## src/rtl/seq_scan_ctrl_pkg.sv

```systemverilog
// Shared definitions for the frame-level sequence scan controller.
package seq_scan_ctrl_pkg;

    typedef enum logic [1:0] {
        ST_IDLE,
        ST_SHIFT,
        ST_DONE
    } state_e;

    localparam logic [4:0] DEFAULT_PAT = 5'b11001;

endpackage

```

## src/rtl/seq_scan_ctrl_if.sv

```systemverilog
// Word handshake, configuration and result bundle between producer and scan controller.
interface seq_scan_ctrl_if #(
    parameter int WORD_W = 16,
    parameter int PAT_W  = 5,
    parameter int CNT_W  = 8
);
    logic              cfg_we;
    logic [PAT_W-1:0]  cfg_pat;
    logic              cfg_ovl;
    logic              in_valid;
    logic              in_ready;
    logic [WORD_W-1:0] in_data;
    logic              in_last;
    logic              bit_out;
    logic              hit;
    logic [CNT_W-1:0]  match_cnt;
    logic              done;
    logic              busy;

    modport master (
        output cfg_we, cfg_pat, cfg_ovl, in_valid, in_data, in_last,
        input  in_ready, bit_out, hit, match_cnt, done, busy
    );

    modport slave (
        input  cfg_we, cfg_pat, cfg_ovl, in_valid, in_data, in_last,
        output in_ready, bit_out, hit, match_cnt, done, busy
    );
endinterface

```

## src/rtl/seq_match_core.sv

```systemverilog
// Serial Mealy pattern matcher: bit history, valid-bit count, hit compare, overlap clear.
module seq_match_core #(
    parameter int PAT_W = 5
) (
    input  logic             clk,
    input  logic             rst,
    input  logic             en_i,
    input  logic             bit_i,
    input  logic             clr_i,
    input  logic [PAT_W-1:0] pat_i,
    input  logic             ovl_i,
    output logic             hit_o
);
    localparam int            VC_W   = $clog2(PAT_W);
    localparam logic [VC_W-1:0] VC_MAX = VC_W'(PAT_W - 1);

    logic [PAT_W-2:0] hist_q, hist_d;
    logic [VC_W-1:0]  vcnt_q, vcnt_d;
    logic [PAT_W-1:0] window;

    // NOTE: every always_comb output is defaulted first so no path can leave it unassigned (no latch).
    always_comb begin
        window = {hist_q, bit_i};
        hit_o  = en_i && (vcnt_q == VC_MAX) && (window == pat_i);
        hist_d = hist_q;
        vcnt_d = vcnt_q;
        if (clr_i) begin
            hist_d = '0;
            vcnt_d = '0;
        end else if (en_i) begin
            if (hit_o && !ovl_i) begin
                hist_d = '0;
                vcnt_d = '0;
            end else begin
                hist_d = window[PAT_W-2:0];
                if (vcnt_q != VC_MAX) vcnt_d = vcnt_q + 1'b1;
            end
        end
    end

    // NOTE: state registers use non-blocking assignments so all flops update from pre-edge values.
    always_ff @(posedge clk or negedge rst) begin
        if (!rst) begin
            hist_q <= '0;
            vcnt_q <= '0;
        end else begin
            hist_q <= hist_d;
            vcnt_q <= vcnt_d;
        end
    end
endmodule

```

## src/rtl/seq_scan_ctrl.sv

```systemverilog
// Frame controller: accepts words, shifts them MSB first into the matcher, counts hits per frame.
module seq_scan_ctrl
    import seq_scan_ctrl_pkg::*;
#(
    parameter int WORD_W = 16,
    parameter int PAT_W  = 5,
    parameter int CNT_W  = 8
) (
    input  logic           clk,
    input  logic           rst,
    seq_scan_ctrl_if.slave bus
);
    localparam int               IDX_W    = $clog2(WORD_W);
    localparam logic [IDX_W-1:0] LAST_IDX = IDX_W'(WORD_W - 1);
    localparam logic [CNT_W-1:0] CNT_MAX  = '1;
    localparam logic [PAT_W-1:0] RST_PAT  = PAT_W'(DEFAULT_PAT);

    state_e            state_q, state_d;
    logic [WORD_W-1:0] shreg_q, shreg_d;
    logic [IDX_W-1:0]  idx_q, idx_d;
    logic              last_q, last_d;
    logic              open_q, open_d;
    logic [CNT_W-1:0]  cnt_q, cnt_d;
    logic [PAT_W-1:0]  pat_q, pat_d;
    logic              ovl_q, ovl_d;
    logic              shift_en, bit_cur, hist_clr, hit;

    assign shift_en = (state_q == ST_SHIFT);
    assign bit_cur  = shift_en & shreg_q[WORD_W-1];

    seq_match_core #(.PAT_W(PAT_W)) u_core (
        .clk   (clk),
        .rst   (rst),
        .en_i  (shift_en),
        .bit_i (bit_cur),
        .clr_i (hist_clr),
        .pat_i (pat_q),
        .ovl_i (ovl_q),
        .hit_o (hit)
    );

    always_comb begin
        state_d  = state_q;
        shreg_d  = shreg_q;
        idx_d    = idx_q;
        last_d   = last_q;
        open_d   = open_q;
        cnt_d    = cnt_q;
        pat_d    = pat_q;
        ovl_d    = ovl_q;
        hist_clr = 1'b0;
        unique case (state_q)
            ST_IDLE: begin
                if (bus.cfg_we && !open_q) begin
                    pat_d = bus.cfg_pat;
                    ovl_d = bus.cfg_ovl;
                end
                if (bus.in_valid) begin
                    shreg_d = bus.in_data;
                    last_d  = bus.in_last;
                    idx_d   = '0;
                    state_d = ST_SHIFT;
                    // First word of a frame starts a fresh count and history.
                    if (!open_q) begin
                        cnt_d    = '0;
                        hist_clr = 1'b1;
                        open_d   = 1'b1;
                    end
                end
            end
            ST_SHIFT: begin
                shreg_d = shreg_q << 1;
                if (hit && (cnt_q != CNT_MAX)) cnt_d = cnt_q + 1'b1;
                if (idx_q == LAST_IDX) begin
                    state_d = last_q ? ST_DONE : ST_IDLE;
                end else begin
                    idx_d = idx_q + 1'b1;
                end
            end
            ST_DONE: begin
                hist_clr = 1'b1;
                open_d   = 1'b0;
                state_d  = ST_IDLE;
            end
            default: state_d = ST_IDLE;
        endcase
    end

    always_ff @(posedge clk or negedge rst) begin
        if (!rst) begin
            state_q <= ST_IDLE;
            shreg_q <= '0;
            idx_q   <= '0;
            last_q  <= 1'b0;
            open_q  <= 1'b0;
            cnt_q   <= '0;
            pat_q   <= RST_PAT;
            ovl_q   <= 1'b1;
        end else begin
            state_q <= state_d;
            shreg_q <= shreg_d;
            idx_q   <= idx_d;
            last_q  <= last_d;
            open_q  <= open_d;
            cnt_q   <= cnt_d;
            pat_q   <= pat_d;
            ovl_q   <= ovl_d;
        end
    end

    assign bus.in_ready  = (state_q == ST_IDLE);
    assign bus.bit_out   = bit_cur;
    assign bus.hit       = hit;
    assign bus.match_cnt = cnt_q;
    assign bus.done      = (state_q == ST_DONE);
    assign bus.busy      = (state_q != ST_IDLE) || open_q;
endmodule

```

## src/flat_wrapper.sv

```systemverilog
// flat-port wrapper written by rule: the top's interface ports become plain ports
module seq_scan_ctrl_flat import seq_scan_ctrl_pkg::*;
#(
    parameter int WORD_W = 16,
    parameter int PAT_W  = 5,
    parameter int CNT_W  = 8
)
  (clk, rst, bus_cfg_we, bus_cfg_pat, bus_cfg_ovl, bus_in_valid, bus_in_data, bus_in_last, bus_in_ready, bus_bit_out, bus_hit, bus_match_cnt, bus_done, bus_busy);
  seq_scan_ctrl_if #(.WORD_W(WORD_W), .PAT_W(PAT_W), .CNT_W(CNT_W)) bus_i ();
  input  logic clk;
  input  logic rst;
  input wire logic [$bits(bus_i.cfg_we)-1:0] bus_cfg_we;
  input wire logic [$bits(bus_i.cfg_pat)-1:0] bus_cfg_pat;
  input wire logic [$bits(bus_i.cfg_ovl)-1:0] bus_cfg_ovl;
  input wire logic [$bits(bus_i.in_valid)-1:0] bus_in_valid;
  input wire logic [$bits(bus_i.in_data)-1:0] bus_in_data;
  input wire logic [$bits(bus_i.in_last)-1:0] bus_in_last;
  output wire logic [$bits(bus_i.in_ready)-1:0] bus_in_ready;
  output wire logic [$bits(bus_i.bit_out)-1:0] bus_bit_out;
  output wire logic [$bits(bus_i.hit)-1:0] bus_hit;
  output wire logic [$bits(bus_i.match_cnt)-1:0] bus_match_cnt;
  output wire logic [$bits(bus_i.done)-1:0] bus_done;
  output wire logic [$bits(bus_i.busy)-1:0] bus_busy;
  assign bus_i.cfg_we = bus_cfg_we;
  assign bus_i.cfg_pat = bus_cfg_pat;
  assign bus_i.cfg_ovl = bus_cfg_ovl;
  assign bus_i.in_valid = bus_in_valid;
  assign bus_i.in_data = bus_in_data;
  assign bus_i.in_last = bus_in_last;
  assign bus_in_ready = bus_i.in_ready;
  assign bus_bit_out = bus_i.bit_out;
  assign bus_hit = bus_i.hit;
  assign bus_match_cnt = bus_i.match_cnt;
  assign bus_done = bus_i.done;
  assign bus_busy = bus_i.busy;
  seq_scan_ctrl #(.WORD_W(WORD_W), .PAT_W(PAT_W), .CNT_W(CNT_W)) u_core (.clk(clk), .rst(rst), .bus(bus_i));
endmodule
```

## config.mk

```make
export PLATFORM = sky130hd
export DESIGN_NAME = seq_scan_ctrl_flat
export DESIGN_NICKNAME = d
export VERILOG_FILES = /design/src/rtl/seq_scan_ctrl_pkg.sv /design/src/rtl/seq_scan_ctrl_if.sv /design/src/rtl/seq_match_core.sv /design/src/rtl/seq_scan_ctrl.sv /design/src/flat_wrapper.sv
export SDC_FILE = /design/constraint.sdc
export NUM_CORES = 1
export LEC_CHECK = 0
export ABC_AREA = 1
export BUFFER_PORTS_ARGS = -buffer_cell sky130_fd_sc_hd__buf_2
export CAP_MARGIN = 5
export CORE_ASPECT_RATIO = 0.6
export CORE_UTILIZATION = 40
export DETAILED_ROUTE_END_ITERATION = 6
export PLACE_DENSITY_LB_ADDON = 0.05
export SLEW_MARGIN = 15
export SYNTH_ARGS = -nofsm -noshare
export SYNTH_HDL_FRONTEND = slang
export SYNTH_HIERARCHICAL = 1
export SYNTH_SLANG_ARGS = --single-unit
```

## constraint.sdc

```tcl
create_clock -name clk -period 4 [get_ports clk]
set_clock_uncertainty 0.15 [all_clocks]
set_input_delay 0.8 -clock clk [delete_from_list [all_inputs] [get_ports clk]]
set_output_delay 0.8 -clock clk [all_outputs]
set_load 0.05 [all_outputs]
```

# After elaboration in Yosys (flattened, before gate mapping)
# Cells that the tools add are included.
# W data, S select, Z words.
# op_classes
addsub	3
bitwise	1
n_eq_ne	12
muxes	25
reduce_logical	22
# op_table
operator	n
$pmux W16 S2	1
$mux W8	3
$mux W4	5
$mux W16	1
$pmux W8 S2	1
$mux W3	4
$reduce_and A2 Y1	6
$ne A2 B2 Y1 const B	5
$add A8 B1 Y8 const B	1
$ne A8 B8 Y1 const B	1
$pmux W4 S2	1
$reduce_bool A2 Y1	4
$mux W2	3
$eq A5 B5 Y1	1
$logic_and A1 B1 Y1	5
$add A4 B1 Y4 const B	1
$eq A4 B4 Y1 const B	1
$pmux W1 S2	2
$pmux W2 S2	1
$reduce_and A4 Y1	1
$add A3 B1 Y3 const B	1
$eq A3 B3 Y1 const B	1
$mux W1	3
$ne A3 B3 Y1 const B	1
other kinds (8)	9
# totals
wordCells	73
regBits	45
output_inout_bits	13

# Longest topological paths before layout
# logic_depth
ltp_word	8
depth_mapped	13
ltp_nobuf	13

# By module
# Netlist, hierarchy kept.
# by_module_without_submodules
mod	cells_each	instances	area_each_um2	seq_area_each_um2
seq_scan_ctrl	226	1	1893.1	955.9
seq_match_core	66	1	475.5	175.2

# Worst setup path before layout
# OpenSTA, ideal clock, no wires.
# synth_path
path_kind	register to output
startpoint	register u_core.state_q[1]
endpoint	output port bus_hit
arrival_ns	3.339
stages_incl_launch_ff	8
slack_ns	-0.289
n_path_buf	0
path_cell_list	dfrtp_1 > inv_2 > nand2_1 > nor2_1 > inv_1 > a21oi_2 > nand2_1 > nor4_1
# synth_between
elab_chain_len	4
# synth_rtl
item	line	source
start, declared	seq_scan_ctrl.sv:18	state_e state_q, state_d;
start signal, assigned	seq_scan_ctrl.sv:100	state_q <= state_d;
$eq A2 B1 Y1	seq_scan_ctrl.sv:28	assign shift_en = (state_q == ST_SHIFT);
$and A1 B1 Y1	seq_scan_ctrl.sv:29	assign bit_cur = shift_en & shreg_q[WORD_W-1];
named net bus_bit_out	flat_wrapper.sv:19	output wire logic [$bits(bus_i.bit_out)-1:0] bus_bit_out;
$eq A5 B5 Y1	seq_match_core.sv:24	hit_o = en_i && (vcnt_q == VC_MAX) && (window == pat_i);
$logic_and A1 B1 Y1	seq_match_core.sv:24	
end, declared	flat_wrapper.sv:20	output wire logic [$bits(bus_i.hit)-1:0] bus_hit;
# The timed path passes the listed nets, and every way through them passes these cells.

# Worst setup path in the final report
# layout_path
startpoint	register u_core.state_q[0]
endpoint	output port bus_hit
# layout_between
elab_chain_len	4
# layout_rtl
item	line
$eq A2 B1 Y1 *	seq_scan_ctrl.sv:28
$and A1 B1 Y1	seq_scan_ctrl.sv:29
$eq A5 B5 Y1	seq_match_core.sv:24
$logic_and A1 B1 Y1 *	seq_match_core.sv:24
# Mark *: on every way between the ends. The rest lies on a longest branch, timed or not.

==> impl_metrics.csv <==
group,metric,value,unit
status,status,"complete, no violations",
worst_setup_path,r2r-start,"u_core/state_q[0]$_DFFE_PN0P_",
logic_synthesis,synth_top_cell_by_area,"dfrtp_1",
place,dp_hpwl,3277,um
worst_setup_path,worst-path-max-fanout,41,
final_layout,fin_area,0.002719,sq mm
logic_synthesis,yosys_warnings,6,
detailed_routing,route.met3.wl,219,um
clock_tree,cts_resized,0,
worst_setup_path,worst-path-buf-inv,3,
worst_setup_path,worst_setup_path_start_kind,"flop",
place,numPortBuffers,39,
floorplan,die_y,61.61,um
logic_synthesis,syn-num-nets,323,
timing,relSlewSlack,33.38,%
worst_setup_path,cp.arrival,2.16,ns
clock_tree,cts_buffer_depth,2,
logic_synthesis,synth_mux_area_share,0,%
hold_path,hold_start,"u_core/ovl_q$_DFFE_PN1P_",
timing,worst_slack,0.8910,ns
worst_setup_path,cp_cell_sequence,"inv_2 -> nor2_8 -> inv_2 -> a21oi_2 -> nand2_1 -> nor4_2 -> buf_2",
pwr,ir_drop,0.0003789,V
detailed_routing,drc,0,
logic_synthesis,synth-main-ff-cell,"dfrtp_1",
pwr,power_switching,923.5,uW
pwr,p_comb_share,47.1,%
final_layout,fin_util,48.13,%
detailed_routing,vias,1898,
worst_setup_path,rrSetupSlack,1.69,ns
pwr,internal-power,1.137,mW
place,gp_congestion,0.7765,
timing,clock.fmax,321.6,MHz
logic_synthesis,ys_seq_area_share,47.75,%
logic_synthesis,synth-compound-area-share,13.26,%
floorplan,row_count,21,
logic_synthesis,synth-seq-cells,45,
logic_synthesis,synth_xor_area_share,1.479,%
worst_setup_path,crit_slowest_cell,"dfrtp_1",
worst_setup_path,startpoint,"u_core/state_q[0]$_DFFE_PN0P_",
worst_setup_path,critical_path.top_delay_family,"simple AND/OR/NAND/NOR gates",
timing,finalSetupTns,0,ns
worst_setup_path,timing_worst_setup_path_type,"reg -> out",
logic_synthesis,synthSimpleGateAreaFrac,25.57,%
detailed_routing,vias_per_cell,4.607,
worst_setup_path,end_kind,"output pin",
detailed_routing,final_antenna_net_count,0,
worst_setup_path,crit_required,3.05,ns
final_layout,final_net_count,362,
floorplan,die-area,0.006243,sq mm
clock_tree,cts_tree,"built",
global_route,overflow,0,
clock_tree,root_buffer,"clkbuf_8",
logic_synthesis,synth_top_family_by_area,"simple AND/OR/NAND/NOR gates",
pwr,p_clk_share,14.9,%
detailed_routing,topRoutingLayerUsed,"met4",
final_layout,drive_gt1_share,21.99,%
detailed_routing,wl,4655,um
timing,rsz0062_at_grt,"false",
final_layout,syn_to_final_growth,14.79,%
logic_synthesis,synth_top_area_share,43.32,%
logic_synthesis,synth_area_leaders,"dfrtp_1 (43%), nand2_1 (13%), inv_1 (7.0%)",
worst_setup_path,crit_cells,7,
clock_tree,hold_buffers,0,
detailed_routing,wl_met2,1736,um
clock_tree,cts_sinks,45,
logic_synthesis,syn_inst,292,
logic_synthesis,avgSynthCellArea,8.111,sq um
job,maxCapViolations,0,
timing,setup_viol,0,
worst_setup_path,critPathMaxStageDelay,0.45,ns
worst_setup_path,crit_end,"bus_hit",
place,place_area,0.002618,sq mm
logic_synthesis,yosysMostFrequentCell,"nand2_1",
global_route,grt_pass1_vias,1704,
pwr,powerDensity,757.9,mW/mm^2
timing,period_minus_slack,3.109,ns
timing,worst_slew_pin_slew,0.9994,ns
floorplan,start_util,41.93,%
detailed_routing,routedWlPerCell,11.30,um
timing,fin_crit_sh,77.73,%
timing,slew_violations,0,
pwr,power.leakage,1.413,nW
detailed_routing,wl_met1,2678,um
hold_path,holdCritPathClass,"reg -> reg",
clock_tree,clkTransAtPathRegs,0.08,ns
clock_tree,cts_made_buffers,5,
global_route,antenna_found_initial,0,
detailed_routing,firstDrtPassIters,4,
logic_synthesis,async_reset_ff_share,100.0,%
global_route,grt.total_usage,16.76,%
logic_synthesis,synth_commonest_cells,"nand2_1 (81), inv_1 (44), dfrtp_1 (41), nand3_1 (26), o21ai_1 (17)",
pwr,p_sw_share,44.82,%
pwr,pwr-share-seq,38.0,%
place,pre_cts_slack,1.174,ns
floorplan,io_pins,40,
clock_tree,h-tree-depth,2,
worst_setup_path,reg2reg_depth,11,
timing,whs,0.3521,ns
logic_synthesis,synthAdderAreaFrac,2.113,%
logic_synthesis,yosysUniqueCellTypes,29,
clock_tree,insertion_delay,0.29,ns
logic_synthesis,synth_edf_count,0,
floorplan,fp.coreArea,0.005649,sq mm
floorplan,die_w,101.3,um
final_layout,num_antenna_cells,0,
worst_setup_path,r2r_end,"u_core/bus.match_cnt[2]$_DFFE_PN0P_",
worst_setup_path,cpMostUsedCell,"inv_2",
global_route,grt_max_degree,46,
global_route,grt_pass1_wl,7941,um
logic_synthesis,synth_area,0.002369,sq mm
clock_tree,postCtsSetupRepairBufs,0,
timing,hold_viol_final,0,
detailed_routing,drtIter0Drc,67,
[flip-flops by register name (all words and copies together) (netlist names)]
register	count
u_core/bus.match_cnt	8
u_core/idx_q	4
u_core/last_q	1
u_core/open_q	1
u_core/ovl_q	1
u_core/pat_q	5
u_core/shreg_q	16
u_core/state_q	2
u_core/u_core/hist_q	4
u_core/u_core/vcnt_q	3
[per-stage QoR]
step | cells | power [mW]
2_1_floorplan | 292 | 1.584
4_1_cts | 412 | 2.087
3_3_place_gp | 404 | 1.760
3_5_place_dp | 404 | 1.770
5_1_grt | 412 | 2.281
6_report | 412 | 2.061
[worst register-to-register path, cell delays in order (launching register included)]
cell and delay (ns):
dfrtp_1 0.45, inv_2 0.09, nor2_8 0.42, inv_2 0.12
a21oi_2 0.12, nand2_1 0.09, nor4_2 0.25, nand2_2 0.13
inv_2 0.08, nand2_2 0.13, nand3_1 0.11, nand2_1 0.06
[cell families (layout without fill, tap and decap cells)]
kind of cell | count (synthesis) | in the layout
adder cells (fa/ha/maj) | 4 | 4
AO/OA/AOI/OAI | 50 | 50
XOR/XNOR | 4 | 4
buffers and inverters | 55 | 95
AND/OR/NAND/NOR | 134 | 134
flip-flops | 45 | 45
[power by group through the flow]
stage / sequential (mW) / clock (mW) / combinational [mW]
4_1_cts: 0.784 / 0.322 / 0.981
3_3_place_gp: 0.788 / 0 / 0.972
2_1_floorplan: 0.888 / 0 / 0.695
6_report: 0.783 / 0.307 / 0.970
5_1_grt: 0.812 / 0.342 / 1.13
3_5_place_dp: 0.792 / 0 / 0.979
[final cells by class]
class / instances / area, sq um
Sequential cell: 45 / 1131
Fill cell: 557 / 2930
Timing Repair Buffer: 39 / 195.2
Tap cell: 80 / 100.1
Clock inverter: 1 / 5.005
Clock buffer: 7 / 96.34
Multi-Input combinational cell: 192 / 1011
Inverter: 48 / 180.2
[layout by cell type, fill, tap and decap left out, drive strengths merged]
cell type / n
inv: 48
buf: 39
clkbuf: 7
xnor2: 1
nor3b: 1
nor4: 1
dfstp: 4
nand4: 1
or2: 1
o21bai: 2
nand3: 28
clkinv: 1
dfrtp: 41
nand2: 87
o22ai: 2
ha: 4
o211ai: 15
a21oi: 3
xor2: 3
o21ai: 28
nor2: 15
[worst min path at each step]
stage | to | slack (ns) | cells past startpoint
2_1_floorplan | u_core/last_q$_DFFE_PN0P_ | 0.30 | 2
6_report | u_core/ovl_q$_DFFE_PN1P_ | 0.35 | 2
3_5_place_dp | u_core/last_q$_DFFE_PN0P_ | 0.34 | 2
5_1_grt | u_core/last_q$_DFFE_PN0P_ | 0.39 | 2
4_1_cts | u_core/ovl_q$_DFFE_PN1P_ | 0.36 | 2
3_3_place_gp | u_core/ovl_q$_DFFE_PN1P_ | 0.34 | 2
[per-layer routing]
metal  GRT usage (%)  vias up
li1                -     1012
met1           24.65      852
met2           24.68       32
met3           4.427        2
met4           3.727        0
met5               0        -
(Power assumes the default switching activity.)
